File: src/rtl/core_pkg.sv
// Shared definitions for the RV32I front end: fetch FSM states, reset PC, NOP and queue entry.
package core_pkg;
    localparam int XLEN = 32;
    localparam logic [XLEN-1:0] RESET_PC_DEFAULT = 32'h0000_0000;
    localparam logic [XLEN-1:0] NOP = 32'h0000_0013;

    typedef enum logic [1:0] {
        S_IDLE  = 2'd0,
        S_REQ   = 2'd1,
        S_DRAIN = 2'd2
    } fetch_state_t;

    typedef struct packed {
        logic [XLEN-1:0] pc;
        logic [XLEN-1:0] inst;
    } fetch_entry_t;
endpackage

File: src/rtl/fetch_queue.sv
// Small circular FIFO of fetched {pc, inst} entries with a same-cycle flush.
module fetch_queue
    import core_pkg::*;
#(
    parameter int DEPTH = 2
) (
    input  logic                       clk,
    input  logic                       rst,
    input  logic                       push,
    input  fetch_entry_t               din,
    input  logic                       pop,
    input  logic                       flush,
    output logic                       valid,
    output fetch_entry_t               head,
    output logic [$clog2(DEPTH):0]     count
);
    localparam int AW = $clog2(DEPTH);
    localparam logic [AW-1:0] PTR_ONE = 1;
    localparam logic [AW:0]   CNT_ONE = 1;

    fetch_entry_t    mem [DEPTH];
    logic [AW-1:0]   rd_ptr;
    logic [AW-1:0]   wr_ptr;

    always_ff @(posedge clk or posedge rst) begin
        if (rst) begin
            rd_ptr <= '0;
            wr_ptr <= '0;
            count  <= '0;
            for (int i = 0; i < DEPTH; i++) mem[i] <= '0;
        end else if (flush) begin
            // Anything popped this cycle is already consumed; the rest is wrong-path.
            rd_ptr <= '0;
            wr_ptr <= '0;
            count  <= '0;
        end else begin
            if (push) begin
                mem[wr_ptr] <= din;
                wr_ptr      <= wr_ptr + PTR_ONE;
            end
            if (pop) rd_ptr <= rd_ptr + PTR_ONE;
            case ({push, pop})
                2'b10:   count <= count + CNT_ONE;
                2'b01:   count <= count - CNT_ONE;
                default: count <= count;
            endcase
        end
    end

    assign valid = (count != '0);
    assign head  = mem[rd_ptr];
endmodule

File: src/rtl/fetch_unit.sv
// Instruction fetch front end: owns the PC, keeps one memory request in flight,
// buffers returned words for decode and squashes wrong-path fetches on redirect.
module fetch_unit
    import core_pkg::*;
#(
    parameter int                    DATA_WIDTH  = 32,
    parameter logic [DATA_WIDTH-1:0] RESET_PC    = RESET_PC_DEFAULT,
    parameter int                    QUEUE_DEPTH = 2
) (
    input  logic                  clk,
    input  logic                  rst,
    output logic                  imem_req,
    output logic [DATA_WIDTH-1:0] imem_addr,
    input  logic                  imem_ack,
    input  logic [DATA_WIDTH-1:0] imem_rdata,
    input  logic                  redirect_valid,
    input  logic [DATA_WIDTH-1:0] redirect_pc,
    output logic                  if_valid,
    input  logic                  if_ready,
    output logic [DATA_WIDTH-1:0] if_inst,
    output logic [DATA_WIDTH-1:0] if_pc,
    output logic [DATA_WIDTH-1:0] if_pc_plus_4
);
    localparam int CW = $clog2(QUEUE_DEPTH) + 1;
    localparam logic [CW-1:0]         CNT_ONE  = 1;
    localparam logic [CW-1:0]         CNT_FULL = CW'(QUEUE_DEPTH);
    localparam logic [DATA_WIDTH-1:0] PC_STEP  = 4;

    fetch_state_t          state;
    logic [DATA_WIDTH-1:0] fetch_pc;
    logic [DATA_WIDTH-1:0] pending_pc;
    logic [DATA_WIDTH-1:0] target_pc;
    logic [CW-1:0]         count;
    logic [CW-1:0]         count_post;
    logic                  push;
    logic                  pop;
    logic                  q_valid;
    fetch_entry_t          push_entry;
    fetch_entry_t          head;

    assign target_pc  = {redirect_pc[DATA_WIDTH-1:2], 2'b00};
    assign pop        = q_valid && if_ready;
    assign push       = (state == S_REQ) && imem_ack && !redirect_valid;
    assign push_entry = '{pc: fetch_pc, inst: imem_rdata};
    // Occupancy after an accepted response this cycle, used to decide whether to keep fetching.
    assign count_post = count + CNT_ONE - {{(CW-1){1'b0}}, pop};

    always_ff @(posedge clk or posedge rst) begin
        if (rst) begin
            state      <= S_IDLE;
            fetch_pc   <= RESET_PC;
            pending_pc <= RESET_PC;
        end else begin
            case (state)
                S_IDLE: begin
                    if (redirect_valid) begin
                        fetch_pc <= target_pc;
                        state    <= S_REQ;
                    end else if (count < CNT_FULL) begin
                        state <= S_REQ;
                    end
                end
                S_REQ: begin
                    if (imem_ack && redirect_valid) begin
                        fetch_pc <= target_pc;
                    end else if (imem_ack) begin
                        fetch_pc <= fetch_pc + PC_STEP;
                        if (count_post >= CNT_FULL) state <= S_IDLE;
                    end else if (redirect_valid) begin
                        // Request must stay stable until acked; remember where to go afterwards.
                        pending_pc <= target_pc;
                        state      <= S_DRAIN;
                    end
                end
                S_DRAIN: begin
                    if (imem_ack) begin
                        fetch_pc <= redirect_valid ? target_pc : pending_pc;
                        state    <= S_REQ;
                    end else if (redirect_valid) begin
                        pending_pc <= target_pc;
                    end
                end
                default: state <= S_IDLE;
            endcase
        end
    end

    assign imem_req  = (state != S_IDLE);
    assign imem_addr = fetch_pc;

    fetch_queue #(.DEPTH(QUEUE_DEPTH)) u_queue (
        .clk   (clk),
        .rst   (rst),
        .push  (push),
        .din   (push_entry),
        .pop   (pop),
        .flush (redirect_valid),
        .valid (q_valid),
        .head  (head),
        .count (count)
    );

    assign if_valid     = q_valid;
    assign if_inst      = head.inst;
    assign if_pc        = head.pc;
    assign if_pc_plus_4 = head.pc + PC_STEP;
endmodule

File: config.mk
export PLATFORM = sky130hd
export DESIGN_NAME = fetch_unit
export DESIGN_NICKNAME = d
export VERILOG_FILES = /design/src/rtl/core_pkg.sv /design/src/rtl/fetch_queue.sv /design/src/rtl/fetch_unit.sv
export SDC_FILE = /design/constraint.sdc
export NUM_CORES = 1
export LEC_CHECK = 0
export CORE_MARGIN = 4
export CORE_UTILIZATION = 28
export CTS_CLUSTER_DIAMETER = 50
export DETAILED_ROUTE_END_ITERATION = 10
export PLACE_DENSITY = 0.59
export SLEW_MARGIN = 20
export SYNTH_ARGS = -nofsm -noshare
export SYNTH_HDL_FRONTEND = slang
export SYNTH_SLANG_ARGS = --single-unit
File: constraint.sdc
create_clock -name clk -period 11.2 [get_ports clk]
set_clock_uncertainty 0.05 [all_clocks]
set_input_delay 2.24 -clock clk [delete_from_list [all_inputs] [get_ports clk]]
set_output_delay 2.24 -clock clk [all_outputs]
set_load 0.005 [all_outputs]
Yosys cells after proc, flatten, opt, wreduce, memory -nomap -nowiden
Cells that the tools add are included.

Flip-flop bits (word level): 198. Input bits: 69. Output and inout bits: 130. Logic and storage cells: 83.

$add $sub $neg: 7. Magnitude comparators: 5. Eq/ne operators: 11. Muxes and demuxes: 29. Bitwise logic cells: 3. Reduce and logical (&&, ||, !) cells: 18.

Operator list (number): 2-to-1 mux 64 bit (4); 2-to-1 mux 32 bit (7); bitwise mux 128 bit (1); case mux 32 bit (3 select lines) (1); adder 32 x 3 -> 32 bit (second input constant) (2); demux 64 bit (select 1 bit) (1); case mux 32 bit (2 select lines) (1); 2-to-1 mux 2 bit (8); nonzero test 2 bit (5); >= comparator 2 bit (second input constant) (3); != test 2 bit (second input constant) (3); != test 3 x 2 -> 1 bit (second input constant) (2); != test 3 bit (second input constant) (2); case mux 2 bit (3 select lines) (1); nonzero test 3 bit (2); logical AND 1 bit (5); AND reduction 5 bit (1); == test 2 x 1 -> 1 bit (second input constant) (2); == test 2 bit (second input constant) (2); 2-to-1 mux 1 bit (4); NOT 1 -> 2 bit (2); case mux 2 bit (2 select lines) (1); AND reduction 2 bit (2); AND reduction 4 bit (1); 9 further kinds (10).

Longest topological paths before layout
Depth after elaboration: 8. Depth in mapped cells: 14. Depth with buffers taken out: 9.

Modules after synthesis
A second synthesis with hierarchy kept.

Cell total of the unflattened synthesis: 869. Area total of the unflattened synthesis: 10605.2 sq um.

Modules (own cells, without submodules): fetch_queue (instances 1, cells an instance 361, area each 6043.3 sq um, sequential area each 3303.2 sq um); fetch_unit (instances 1, cells an instance 508, area each 4561.9 sq um, sequential area each 1651.6 sq um).

Worst setup path before layout
No wires, ideal clock.

Path type: reg-to-output. Start: register u_queue.rd_ptr. End: output if_pc_plus_4[22]. Arrival: 2.955 ns. Required time: 8.910 ns. Slack: 5.955 ns. Cell stages (with the launch flop): 15. Path buffers: 5. Cell sequence: dfrtp_1 > buf_4 > buf_2 > buf_2 > buf_2 > buf_2 > nand2_1 > and2_1 > inv_1 > ha_1 > nand4_1 > a21oi_1 > nand4_1 > nand2b_1 > xnor2_1.

Cells in the longest elaborated chain, start to end: 5.

RTL lines: start, declared (RTL line fetch_queue.sv:22) `logic [AW-1:0] rd_ptr;`; start signal, assigned (RTL line fetch_queue.sv:41) `if (pop) rd_ptr <= rd_ptr + PTR_ONE;`; NOT 1 -> 2 bit (not written as such) (RTL line fetch_queue.sv:51) `assign head = mem[rd_ptr];`; 2-to-1 mux 64 bit (not written as such) (3 in a row) (RTL line fetch_queue.sv:51); named net if_pc[2] (RTL line fetch_unit.sv:21) `output logic [DATA_WIDTH-1:0] if_pc,`; adder 32 x 3 -> 32 bit (RTL line fetch_unit.sv:106) `assign if_pc_plus_4 = head.pc + PC_STEP;`; end, declared (RTL line fetch_unit.sv:22) `output logic [DATA_WIDTH-1:0] if_pc_plus_4`.

The timed path passes the listed nets, and every way through them passes these cells. The select of a mux whose other input is x is not followed.

Worst setup path after layout
Start: register u_queue.rd_ptr. End: output if_pc_plus_4[29].

Cells in the longest elaborated chain, start to end: 5.

RTL lines (RTL line): NOT 1 -> 2 bit (not written as such) (fetch_queue.sv:51); 2-to-1 mux 64 bit (not written as such) (3 in a row) (fetch_queue.sv:51); adder 32 x 3 -> 32 bit (fetch_unit.sv:106).

Every way passes these cells. The select of a mux whose other input is x is not followed.

==> reports/metrics.csv <==
stage,metric,value,unit
logic_synthesis,syn_area_per_cell,11.1,sq um
cells_and_area,"Design Area, Final",13600,sq um
place,Port Buffers,196,
place,Final Wtd Congestion,0.793,
route,DRT antenna net count,0,
floorplanning,initial core utilization,28.3,%
clock_tree,"CTS clk-pin slew, worst paths",0.08,ns
cells_and_area,layout cell share with drive strength beyond 1,23.2,%
place,"worst slack, placed",5.04,ns
timing,Fmax,0.154,GHz
critical_path,CP max FO,64,
timing,worst-margin pin slew,1.04,ns
critical_path,CP Class,reg2out,
timing,TNS Setup,0,ns
logic_synthesis,mapped cell area,10600,sq um
hold_path,Min-Delay Path Class,reg2reg,
floorplanning,DIE AREA,41100,sq um
critical_path,Worst Setup Start Kind,flip-flop,
cells_and_area,# fillers,3743,
hold_path,hold depth,2,
job,Max Cap Violations,0,
hold_path,Hold Crit Start,u_queue.mem[63],
timing,final setup violation count,0,
floorplanning,Placement Rows,71,
route,routed via count,8111,
pwr,worst vdd ir,0.0000817,V
clock_tree,CTS Hold Bufs,0,
critical_path,crit path DAT,4.20,ns
route,WL/cell,18.3,um
global_routing,vias in the first global route,8339,
logic_synthesis,#FFs+latches synth,198,
clock_tree,CTS Buf Count,17,
global_routing,initial antenna violation count,1,
critical_path,CP Data Required Time,8.91,ns
global_routing,GRT overflow,0,
route,starting DRC count in detailed routing,425,
clock_tree,CTS resizes,0,
logic_synthesis,Syn Inst Count,953,
cells_and_area,Total Nets Final,1201,
critical_path,R2R depth,6,
clock_tree,clk buf depth,2,
route,drt pass-1 iters,7,
critical_path,Setup crit end kind,output port,
cells_and_area,antenna diode count,0,
timing,RSZ-0062 raised after global routing,no,
logic_synthesis,"FFs w/ async S/R, synth",100,%
route,Routed WL,30200,um
floorplanning,Die X,203,um
clock_tree,clock sinks,198,
floorplanning,Core Region,37500,sq um
global_routing,largest net degree at the start of global routing,75,
clock_tree,postcts setup bufs,0,
route,DR DRC count,0,
pwr,overall power,0.00378,W
timing,normalized max-slew margin,31.0,%
timing,max-slew violations,0,
logic_synthesis,top_reg_cell synth,dfrtp_1,
global_routing,first-pass GRT wire length,48200,um
floorplanning,die outline height,203,um
timing,Tmin final,6.49,ns
pwr,Power Dens Cells,278,nW/um^2
global_routing,GR Util All Layers,14.7,%
clock_tree,CTS tree,yes,
route,vias per cell,4.92,
pwr,Leakage,5.68,nW
place,post-DP HPWL,21000,um
logic_synthesis,Synth cell types,76,
logic_synthesis,Ys Warns,0,
logic_synthesis,Post-synth EDFFs,0,
run_status,status,finished clean,
timing,fin crit share,57.9,%
clock_tree,Skew-Pair Late Insertion Delay,0.44,ns
critical_path,reg-to-reg setup timing slack,8.03,ns
logic_synthesis,"Seq/Total Area, Yosys",46.7,%
cells_and_area,Area growth syn-to-layout,28.3,%
critical_path,launch point of the worst reg-to-reg path,state[1],
clock_tree,H-tree levels,4,
clock_tree,root buffer cell,clkbuf_16,
place,Placed Area,13000,sq um
floorplanning,number of I/O pins,199,
timing,Final Hold Viols,0,
critical_path,reg2reg end,u_queue.mem[85],
timing,Final WS setup,4.71,ns
logic_synthesis,Post-Syn Nets,1031,
cells_and_area,utilization after layout,36.3,%
hold_path,Hold Path Sink,u_queue.mem[63],
[final cells by class]
type	count	area, sq um	area share (%)
clock buffers	18	439	3.23
clock inverters	14	149	1.09
inverters	39	154	1.13
multi-input cells	658	5220	38.3
flip-flops and latches	198	4960	36.4
well taps	511	639	4.70
repair buffers	209	2060	15.1
[synth_stat cells, drive strengths merged, types with 6 or more instances]
library cell | instances | area, sq um
a21oi | 22 | 110
o21ai | 50 | 250
mux2i | 25 | 250
nor3 | 11 | 60.1
clkbuf | 41 | 195
ha | 9 | 113
o22ai | 6 | 37.5
a22o | 11 | 96.3
and2 | 9 | 56.3
mux2 | 201 | 2260
a211oi | 8 | 70.1
nor4 | 6 | 67.6
xor2 | 11 | 96.3
nand3 | 20 | 105
xnor2 | 25 | 219
and3 | 7 | 43.8
nor2 | 59 | 221
buf | 17 | 103
dfrtp | 198 | 4950
nand4 | 23 | 165
inv | 39 | 146
a22oi | 14 | 105
nand2 | 65 | 244
[registers in the layout, summed over array words and instances, names as in the netlist]
register	flops
u_queue.count	2
u_queue.wr_ptr	1
u_queue.mem	128
imem_addr	32
u_queue.rd_ptr	1
state	2
pending_pc	32
[kinds of logic after synthesis]
logic type               share of synthesized area [%]
multiplexers                                      23.7
adder cells (fa/ha/maj)                           1.06
buffers and inverters                             4.19
AND/OR/NAND/NOR                                   10.9
flip-flops                                        46.7
AO/OA/AOI/OAI                                     10.5
XOR/XNOR                                          2.97
[worst max-delay path by stage]
stage | startpoint | end | slack [ns] | depth (start not counted)
after floorplan | rst | imem_addr[0] | 3.51 | 1
after global placement | u_queue.rd_ptr | if_pc_plus_4[29] | 5.04 | 7
after detailed placement | u_queue.rd_ptr | if_pc_plus_4[27] | 5.04 | 7
after CTS | u_queue.rd_ptr | if_pc_plus_4[29] | 4.54 | 7
after global routing | u_queue.rd_ptr | if_pc_plus_4[31] | 4.34 | 7
final | u_queue.rd_ptr | if_pc_plus_4[29] | 4.71 | 7
[report_power, final]
group | internal [W] | total, W | switching [W]
combinational | 0.00104 | 0.00185 | 0.000808
clock | 0.000306 | 0.000621 | 0.000315
sequential | 0.00103 | 0.00131 | 0.000286
[metal layers]
layer	track usage [%]	share of wire (%)	vias to the layer above
met2	23.2	46	230
met5	0	0.043	-
li1	-	-	3799
met1	20.3	47	4049
met4	4.63	2.1	2
met3	3.26	5.0	31
[stage by stage]
step,cells,hold WS [ns]
floorplan,953,0.394
global placement,1615,0.411
detailed placement,1615,0.423
CTS,1647,0.441
global route,1647,0.456
finish,1647,0.436
[critical path, cell delays in order, from the launching register on]
cell and delay (ns):
dfrtp_4 0.62, buf_4 0.75, mux2i_1 0.23, a211oi_2 0.56
nand4_1 0.50, nor3_1 0.37, xor2_1 0.17, clkdlybuf4s50_1 0.52
[layout by cell type (no fill, tap or decap), drive strengths merged, types with 13 or more instances in the layout]
master,n
mux2,201
dfrtp,198
clkdlybuf4s50,196
nand2,65
nor2,59
o21ai,50
inv,49
mux2i,25
xnor2,25
nand4,23
a21oi,22
nand3,20
clkbuf,18
a22oi,14
buf,13
(Power assumes the default switching activity.)
==> RTL change (same settings) <==
Change the parameter `QUEUE_DEPTH` from 2 to 1.
--- a/src/rtl/fetch_unit.sv
+++ b/src/rtl/fetch_unit.sv
@@ -5,7 +5,7 @@
 #(
     parameter int                    DATA_WIDTH  = 32,
     parameter logic [DATA_WIDTH-1:0] RESET_PC    = RESET_PC_DEFAULT,
-    parameter int                    QUEUE_DEPTH = 2
+    parameter int                    QUEUE_DEPTH = 1
 ) (
     input  logic                  clk,
     input  logic                  rst,
Function: changed (Yosys sat finds a counterexample within 4 cycles, from zero or initial values and one cycle with rst high).
==> RTL change against the original RTL <==
Power shrank 24%. Worst setup slack gained 1100 ps. Critical path type unchanged. Design area shrank 25%. Synthesized cell count shrank 26%. Via count shrank 23%. Highest routed layer unchanged. Synthesized area shrank 31%. First-iteration DRC count shrank 19%. Sequential cell count shrank 65. Clock power shrank 8.5%. Fmax grew 20%. Critical endpoint is now if_pc_plus_4[31]. Wire length shrank 25%.
==> RTL change: results <==
[grt]
antenna_found_initial = 2
grt_pass1_wl_mm = 35.5
grt_pass1_vias = 6264
grt_max_degree = 75
use_met1 = 0.209
met3_usage = 0.0419
grt_use_total = 0.155
grt.met2_usage = 0.245

[clock_network]
clk_latency_ps = 420
cts_htree_levels = 4
cts.clk_slew.worst_paths_ps = 60
post-cts-setup-buffer-count = 0
cts_buffers = 17
clockBufferDepth = 2
post_cts_resized = 0
root_buffer = clkbuf_16

[setup_path]
ff2ff_path_depth = 7
critPathArrivalTime_ps = 3120
reg2reg_to = imem_addr[13]
worst-r2r-setup-slack_ps = 8220
crit_fanout = 7
cp_slowest_stage_delay_ps = 690
crit_path_top_delay_cell = nor4_1

[outcome]
run_status = finished clean

[placement]
hpwl_mm = 16.0
placedCellCount = 1198
gp_congestion = 0.769
dpl_cell_area_um2 = 9560

[layout]
drive_gt1_frac = 0.165
largest_reg_flops = 64
nets = 964
n_antenna_cell = 0

[route]
drtPass1Iterations = 5
drt_iter0_drc = 346
wl_per_cell_um = 18.4
wirelength_mm = 22.6
via_per_inst = 5.11

[worst_hold_path]
worst_hold_startpoint = pending_pc[1]
hold_path_depth = 1
min_to = pending_pc[1]

[yosys]
yosys_warnings = 0
yosysSeqAreaShare = 0.458
ys_async_sr_fraction = 1.00
syn_inst = 704
ys_types = 63
synth.area.top_cells = dfrtp_1, mux2_2, o21ai_0
mappedNetlistNets = 781
netlist_top_cells_count = dfrtp_1, mux2_2, nand2_1

[pwr]
vdd_ir_drop_max_uv = 124
leakage_nw = 4.14

[timing]
slew_violations = 0
max_slew_margin = 0.341
whs_ps = 442
-- RTL change: layer usage --
layer	wire length [um]	share of wire	vias up
li1	-	-	2958
met1	10200	0.45	3067
met2	10500	0.47	218
met3	1480	0.065	28
met4	378	0.017	4
met5	21	0.00093	-
-- RTL change: cells by family after synthesis --
logic type,share of synthesized area
AND/OR/NAND/NOR,0.151
AO/OA/AOI/OAI,0.145
XOR/XNOR,0.0470
buffers and inverters,0.0341
multiplexers,0.151
flip-flops,0.458
adder cells (fa/ha/maj),0.0138
-- RTL change: cell type report --
type / instances / area [um2]
Sequential cell: 133 / 3330
Tap cell: 330 / 413
Clock buffer: 17 / 425
Inverter: 21 / 83.8
Timing Repair Buffer: 205 / 2030
Multi-Input combinational cell: 509 / 3700
Fill cell: 2482 / 15300
Clock inverter: 13 / 160
-- RTL change: per-stage QoR --
stage,utilization,setup WS [ps]
2_1_floorplan,-,5360
3_3_place_gp,0.376,6120
3_5_place_dp,0.376,6140
4_1_cts,0.399,5670
5_1_grt,0.399,5480
6_report,0.399,5790
-- RTL change: worst max-delay path: cells and delay by family (launching register included) --
kind | cells | cell delay, ps
xor+xnor | 1 | 180
buf+inv | 1 | 540
flops | 1 | 450
simple gates | 4 | 1530
-- RTL change: worst max-delay path by stage --
stage,start,to,slack (ps),cells past startpoint
after global placement,u_queue.mem[36],if_pc_plus_4[31],6120,6
after CTS,u_queue.mem[36],if_pc_plus_4[31],5670,6
final,u_queue.mem[36],if_pc_plus_4[31],5790,6
after floorplan,rst,imem_addr[0],5360,1
after detailed placement,u_queue.mem[36],if_pc_plus_4[31],6140,6
after global routing,u_queue.mem[36],if_pc_plus_4[31],5480,6
-- RTL change: power by group --
part | internal, mW | total, mW | switching (mW)
registers | 0.707 | 0.959 | 0.252
clock network | 0.347 | 0.568 | 0.221
logic | 0.757 | 1.33 | 0.576
